[config.mk]
export PLATFORM = sky130hd
export DESIGN_NAME = stream_demux_flat
export DESIGN_NICKNAME = d
export VERILOG_FILES = /design/src/rtl/stream_demux_if.sv /design/src/rtl/stream_demux.sv /design/src/flat_wrapper.sv
export SDC_FILE = /design/constraint.sdc
export NUM_CORES = 1
export LEC_CHECK = 0
export ABC_AREA = 0
export CORE_MARGIN = 2
export CORE_UTILIZATION = 55
export CTS_CLUSTER_DIAMETER = 100
export DETAILED_ROUTE_END_ITERATION = 8
export PLACE_DENSITY = 0.91
export SYNTH_ARGS = -nofsm -noshare
export SYNTH_HDL_FRONTEND = slang
export SYNTH_SLANG_ARGS = --single-unit
[constraint.sdc]
create_clock -name clk -period 3.8 [get_ports clk]
set_clock_uncertainty 0.1 [all_clocks]
set_input_delay 1.14 -clock clk [delete_from_list [all_inputs] [get_ports clk]]
set_output_delay 1.14 -clock clk [all_outputs]
set_load 0.05 [all_outputs]
[src/rtl/stream_demux_if.sv]
// Stream demux handshake bundle.
// One producer-side stream, N consumer-side valid/ready lanes.
interface stream_demux_if #(
  parameter int WIDTH = 64,
  parameter int N     = 5
);
  logic             inValid;
  logic             inReady;
  logic [WIDTH-1:0] inData;
  logic [2:0]       inSel;
  logic [N-1:0]     outValid;
  logic [N-1:0]     outReady;
  logic [WIDTH-1:0] outData;

  modport slave (
    input  inValid, inData, inSel, outReady,
    output inReady, outValid, outData
  );

  modport master (
    output inValid, inData, inSel, outReady,
    input  inReady, outValid, outData
  );
endinterface

[src/rtl/stream_demux.sv]
// Registered 1-to-N stream demux with 2-entry skid buffer.
// Upstream ready comes from state only; order is preserved.
module stream_demux #(
  parameter int WIDTH = 64,
  parameter int N     = 5
) (
  input  logic        clk,
  input  logic        reset_n,
  stream_demux_if.slave s,
  output logic        selErr,
  input  logic        clrErr,
  output logic [15:0] xferCount
);

  typedef enum logic [1:0] {
    EMPTY,
    ONE,
    TWO
  } state_t;

  state_t           state_q, state_d;
  logic [WIDTH-1:0] main_data_q, main_data_d;
  logic [2:0]       main_sel_q, main_sel_d;
  logic [WIDTH-1:0] skid_data_q, skid_data_d;
  logic [2:0]       skid_sel_q, skid_sel_d;
  logic             sel_err_q, sel_err_d;
  logic [15:0]      xfer_q, xfer_d;

  logic             in_ready;
  logic             in_fire;
  logic             sel_ok;
  logic             in_good;
  logic             main_v;
  logic             out_fire;
  logic [N-1:0]     out_valid;

  // Handshake decode and one-hot presentation of the head beat
  always_comb begin
    in_ready = (state_q != TWO);
    main_v   = (state_q != EMPTY);
    sel_ok   = ({1'b0, s.inSel} < 4'(N));
    in_fire  = s.inValid & in_ready;
    in_good  = in_fire & sel_ok;
    out_valid = '0;
    for (int i = 0; i < N; i++) begin
      out_valid[i] = main_v && (main_sel_q == 3'(i));
    end
    out_fire = |(out_valid & s.outReady);
  end

  // Buffer next-state, error flag and delivery counter
  always_comb begin
    state_d     = state_q;
    main_data_d = main_data_q;
    main_sel_d  = main_sel_q;
    skid_data_d = skid_data_q;
    skid_sel_d  = skid_sel_q;
    sel_err_d   = sel_err_q;
    xfer_d      = xfer_q;

    unique case (state_q)
      EMPTY: begin
        if (in_good) begin
          state_d     = ONE;
          main_data_d = s.inData;
          main_sel_d  = s.inSel;
        end
      end
      ONE: begin
        if (in_good && !out_fire) begin
          state_d     = TWO;
          skid_data_d = s.inData;
          skid_sel_d  = s.inSel;
        end else if (in_good && out_fire) begin
          main_data_d = s.inData;
          main_sel_d  = s.inSel;
        end else if (out_fire) begin
          state_d = EMPTY;
        end
      end
      TWO: begin
        if (out_fire) begin
          state_d     = ONE;
          main_data_d = skid_data_q;
          main_sel_d  = skid_sel_q;
        end
      end
      default: state_d = EMPTY;
    endcase

    if (in_fire && !sel_ok) begin
      sel_err_d = 1'b1;
    end else if (clrErr) begin
      sel_err_d = 1'b0;
    end

    if (out_fire) begin
      xfer_d = xfer_q + 16'd1;
    end
  end

  // State registers; reset also zeroes payload so outData is never X
  always_ff @(posedge clk or negedge reset_n) begin
    if (!reset_n) begin
      state_q     <= EMPTY;
      main_data_q <= '0;
      main_sel_q  <= '0;
      skid_data_q <= '0;
      skid_sel_q  <= '0;
      sel_err_q   <= 1'b0;
      xfer_q      <= '0;
    end else begin
      state_q     <= state_d;
      main_data_q <= main_data_d;
      main_sel_q  <= main_sel_d;
      skid_data_q <= skid_data_d;
      skid_sel_q  <= skid_sel_d;
      sel_err_q   <= sel_err_d;
      xfer_q      <= xfer_d;
    end
  end

  assign s.inReady  = in_ready;
  assign s.outValid = out_valid;
  assign s.outData  = main_data_q;
  assign selErr     = sel_err_q;
  assign xferCount  = xfer_q;

endmodule

[src/flat_wrapper.sv]
// flat-port wrapper written by rule: the top's interface ports become plain ports
module stream_demux_flat 
#(
  parameter int WIDTH = 64,
  parameter int N     = 5
)
  (clk, reset_n, selErr, clrErr, xferCount, s_inValid, s_inData, s_inSel, s_outReady, s_inReady, s_outValid, s_outData);
  stream_demux_if #(.WIDTH(WIDTH), .N(N)) s_i ();
  input  logic clk;
  input  logic reset_n;
  output logic selErr;
  input  logic clrErr;
  output logic [15:0] xferCount;
  input wire logic [$bits(s_i.inValid)-1:0] s_inValid;
  input wire logic [$bits(s_i.inData)-1:0] s_inData;
  input wire logic [$bits(s_i.inSel)-1:0] s_inSel;
  input wire logic [$bits(s_i.outReady)-1:0] s_outReady;
  output wire logic [$bits(s_i.inReady)-1:0] s_inReady;
  output wire logic [$bits(s_i.outValid)-1:0] s_outValid;
  output wire logic [$bits(s_i.outData)-1:0] s_outData;
  assign s_i.inValid = s_inValid;
  assign s_i.inData = s_inData;
  assign s_i.inSel = s_inSel;
  assign s_i.outReady = s_outReady;
  assign s_inReady = s_i.inReady;
  assign s_outValid = s_i.outValid;
  assign s_outData = s_i.outData;
  stream_demux #(.WIDTH(WIDTH), .N(N)) u_core (.clk(clk), .reset_n(reset_n), .s(s_i), .selErr(selErr), .clrErr(clrErr), .xferCount(xferCount));
endmodule
==> impl_results.md <==
- Status: complete, no violations
- DRC viols: 0
- Routed wire length: roughly 22 mm
- Post-DP HPWL: ~14 mm
- Max VDD drop: 0.4348 mV
- Synth Area in Adders: less than 1%
- Die Height: 126.9 um
- Initial DRC count: 628
- Root Buffer: clkbuf_16
- Seq/Total Area, Yosys: a little under half
- Post-Synth Simple-Gate Area: approximately 4.3%
- Slowest stage delay, CP: between 0.8 and 0.9 ns
- Final hold violation count: 0
- Part of the cycle the worst path needs: between 90% and 100%
- Top-area cell type share of the netlist area: a little under half
- Mean Syn Cell Area: ~13 sq um
- Crit path max-delay cell type: clkdlybuf4s50_1
- Cell Area, Placed: roughly 0.01 sq mm
- Bufs on Longest Clock Path: 2
- #FFs+latches synth: 153
- Largest net degree at the start of global routing: 76
- Pwr dens: 868.9 mW/mm^2
- Mux cell area share after synthesis: a little under a fifth
- Syn. warnings: 0
- FILL cells: roughly 920
- Most frequent cells in the layout: clkdlybuf4s50_1 (157), dfrtp_1 (152), mux2_2 (104), o221a_2 (104), a21o_1 (67)
- Critical path fanouts, max: 8
- First-pass GRT wire length: 35.32 mm
- Core Area: around 0.015 sq mm
- Clock Latency Late Sink: approximately 0.42 ns
- Post-Syn Nets: between 700 and 800
- CTS buffer count: 17
- Most common cell after layout, fill and taps aside: clkdlybuf4s50_1
- Synth Area in Compound Gates: around 25%
- Worst-Margin Slew: just over 0.7 ns
- Tot GR Track Use: 27.39%
- # port buffers: ~160
- Clock Sinks: 153
- Nets: approximately 850
- Clock-pin slew on the worst setup and hold paths: 0.06 ns
- H-tree depth: 4
- Post-Syn Instances: ~630
- CTS tree: built
- Post-Synth XOR/XNOR Area: 1.580%
- Relative slew slack: ~53%
- Max Cap Viol: 0
- Share of post-route cells with drive strength above 1: between 30% and 40%
- Via/cell ratio: around 6.7
- P&R area growth vs syn: 28.16%
- Finished Layout Cells: roughly 970
- Worst path bufs/invs: 1
- Startpoint Class: register
- Setup violations, final: 0
- Post-CTS Setup Bufs: 0
- Post-synth ARST share: 100.0%
- Antenna-violating nets left: 0
- Slew Limit Fails: 0
- Critical path class: reg2out
- Die X: between 100 and 150 um
- # hold bufs at CTS: 0
- Drt wl/cell: 22.84 um
- P_leak: between 4 and 5 nW
- CTS resizes: 0
- Crit-path cells: nor2_1 -> nor4_1 -> clkdlybuf4s50_1
- Distinct cells, synth: 43
- Final TNS setup: 0 ns
- CP top delay family: buffers and inverters
- Top post-synthesis cells by area: dfrtp_1 (46%), mux2_2 (14%), o221a_2 (14%), a21o_1 (6.1%), mux2_1 (4.1%)
- F_max: 281.3 MHz
- Hold Crit Class: reg2reg
- Boundary pin count: about 160
- Largest family of logic cells by synthesized area: compound AO/OA/AOI/OAI gates
- CP arrival: around 2.3 ns
- Mapped cell area: 0.008313 sq mm
- Routed via count: 6,507
- Synth Flop Type: dfrtp_1
- Initial Util: 56.77%
- Hold WS: 0.3835 ns
- Post-synth top area cell: dfrtp_1
- Initial antenna violation count: 0
- GPL Wtd Cong: between 0.8 and 0.9
- Post-route cell area: roughly 0.011 sq mm
- Placed cell count: 933
- Critical Path Sink Type: output pin
- Std-Cell Rows: between 40 and 50
- Grt ovf: 0
- # diodes: 0
- RSZ-0062 raised after global routing: no
- 1st-pass router iterations: 5
- EDFF count, synth: 0
- Crit path required time: around 2.6 ns
- Die area: roughly 0.016 sq mm
- Crit path time final: 3.555 ns
- Vias in the first global route: 6,963
==> worst reg2reg max path: cells and delay by family, from the launching register on <==
family	cells	cell delay, ns
buf+inv	2	0.73
simple gates	3	0.73
compound gates	2	0.58
flops	1	0.39
==> synthesized netlist by cell type (2+ instances only) <==
| cell | count |
|---|---|
| mux2_4 | 2 |
| nor2_1 | 5 |
| a21o_1 | 68 |
| buf_2 | 28 |
| mux2_2 | 104 |
| buf_4 | 11 |
| o21ai_0 | 2 |
| nor3_1 | 2 |
| nor4_4 | 2 |
| inv_1 | 2 |
| clkbuf_1 | 14 |
| nand4_1 | 6 |
| nand4b_1 | 3 |
| o221a_1 | 29 |
| nand2b_1 | 2 |
| o221a_2 | 104 |
| buf_6 | 7 |
| nand3_1 | 9 |
| mux2_1 | 30 |
| and3_1 | 5 |
| xor2_1 | 6 |
| dfrtp_1 | 153 |
| xnor2_1 | 9 |
| nand2_1 | 9 |
==> stage by stage <==
stage          total power [W]  utilization [%]  worst slack, ns
2_1_floorplan         0.006199                -           0.3645
3_3_place_gp          0.007198            68.53           0.4982
3_5_place_dp          0.007431            68.53           0.4187
4_1_cts               0.009252            72.75           0.2428
5_1_grt               0.009671            72.75           0.1824
6_report              0.009258            72.75           0.2447
==> sequential cells by signal (all words and copies together), names as in the netlist <==
signal,cells
u_core.s.outData,64
u_core.skid_sel_q,3
u_core.skid_data_q,64
u_core.main_sel_q,3
u_core.xferCount,16
u_core.selErr,1
u_core.state_q,2
==> report_power, final <==
| group | total [W] | switching (W) | internal, W |
|---|---|---|---|
| sequential | 0.00278 | 0.000496 | 0.00228 |
| combinational | 0.00471 | 0.00248 | 0.00223 |
| clock | 0.00177 | 0.000654 | 0.00112 |
| total | 0.00926 | 0.00363 | 0.00563 |
==> layer usage <==
| layer | up-vias | global-route usage (%) | wire, um |
|---|---|---|---|
| met5 | - | 0 | 0 |
| met4 | 0 | 11.25 | 387 |
| met3 | 47 | 5.947 | 1528 |
| met2 | 311 | 44.12 | 10800 |
| met1 | 3334 | 36.22 | 9325 |
| li1 | 2815 | - | - |
==> layout make-up <==
class | count | area (sq um) | share of cell area [%]
flip-flops and latches | 153 | 3830 | 35.95
well taps | 184 | 230.2 | 2.161
repair buffers | 179 | 1815 | 17.04
multi-input cells | 415 | 4153 | 38.98
inverters | 2 | 7.507 | 0.07046
clock inverters | 7 | 112.6 | 1.057
clock buffers | 25 | 505.5 | 4.745
==> path summary, 6_finish.rpt <==
check                      cells after the start  slack [ns]                   from               endpoint
min                                            1        0.38  u_core.skid_data_q[0]  u_core.skid_data_q[0]
max                                            3        0.24      u_core.state_q[0]          s_outValid[0]
max reg2reg                                    7        1.17      u_core.state_q[1]   u_core.s.outData[36]
max in group asynchronous                      2        2.14                reset_n   u_core.s.outData[63]
min reg2reg                                    1        0.38  u_core.skid_data_q[0]  u_core.skid_data_q[0]
min in group asynchronous                      1        0.64                reset_n   u_core.xferCount[13]
==> logic make-up (layout without fill, tap and decap cells) <==
kind of cell,Yosys count,in the layout
AO/OA/AOI/OAI,210,210
XOR/XNOR,15,15
adder cells (fa/ha/maj),1,1
buffers and inverters,63,213
flip-flops,153,153
multiplexers,136,136
AND/OR/NAND/NOR,53,53
Power figures use the tool's default switching activity.
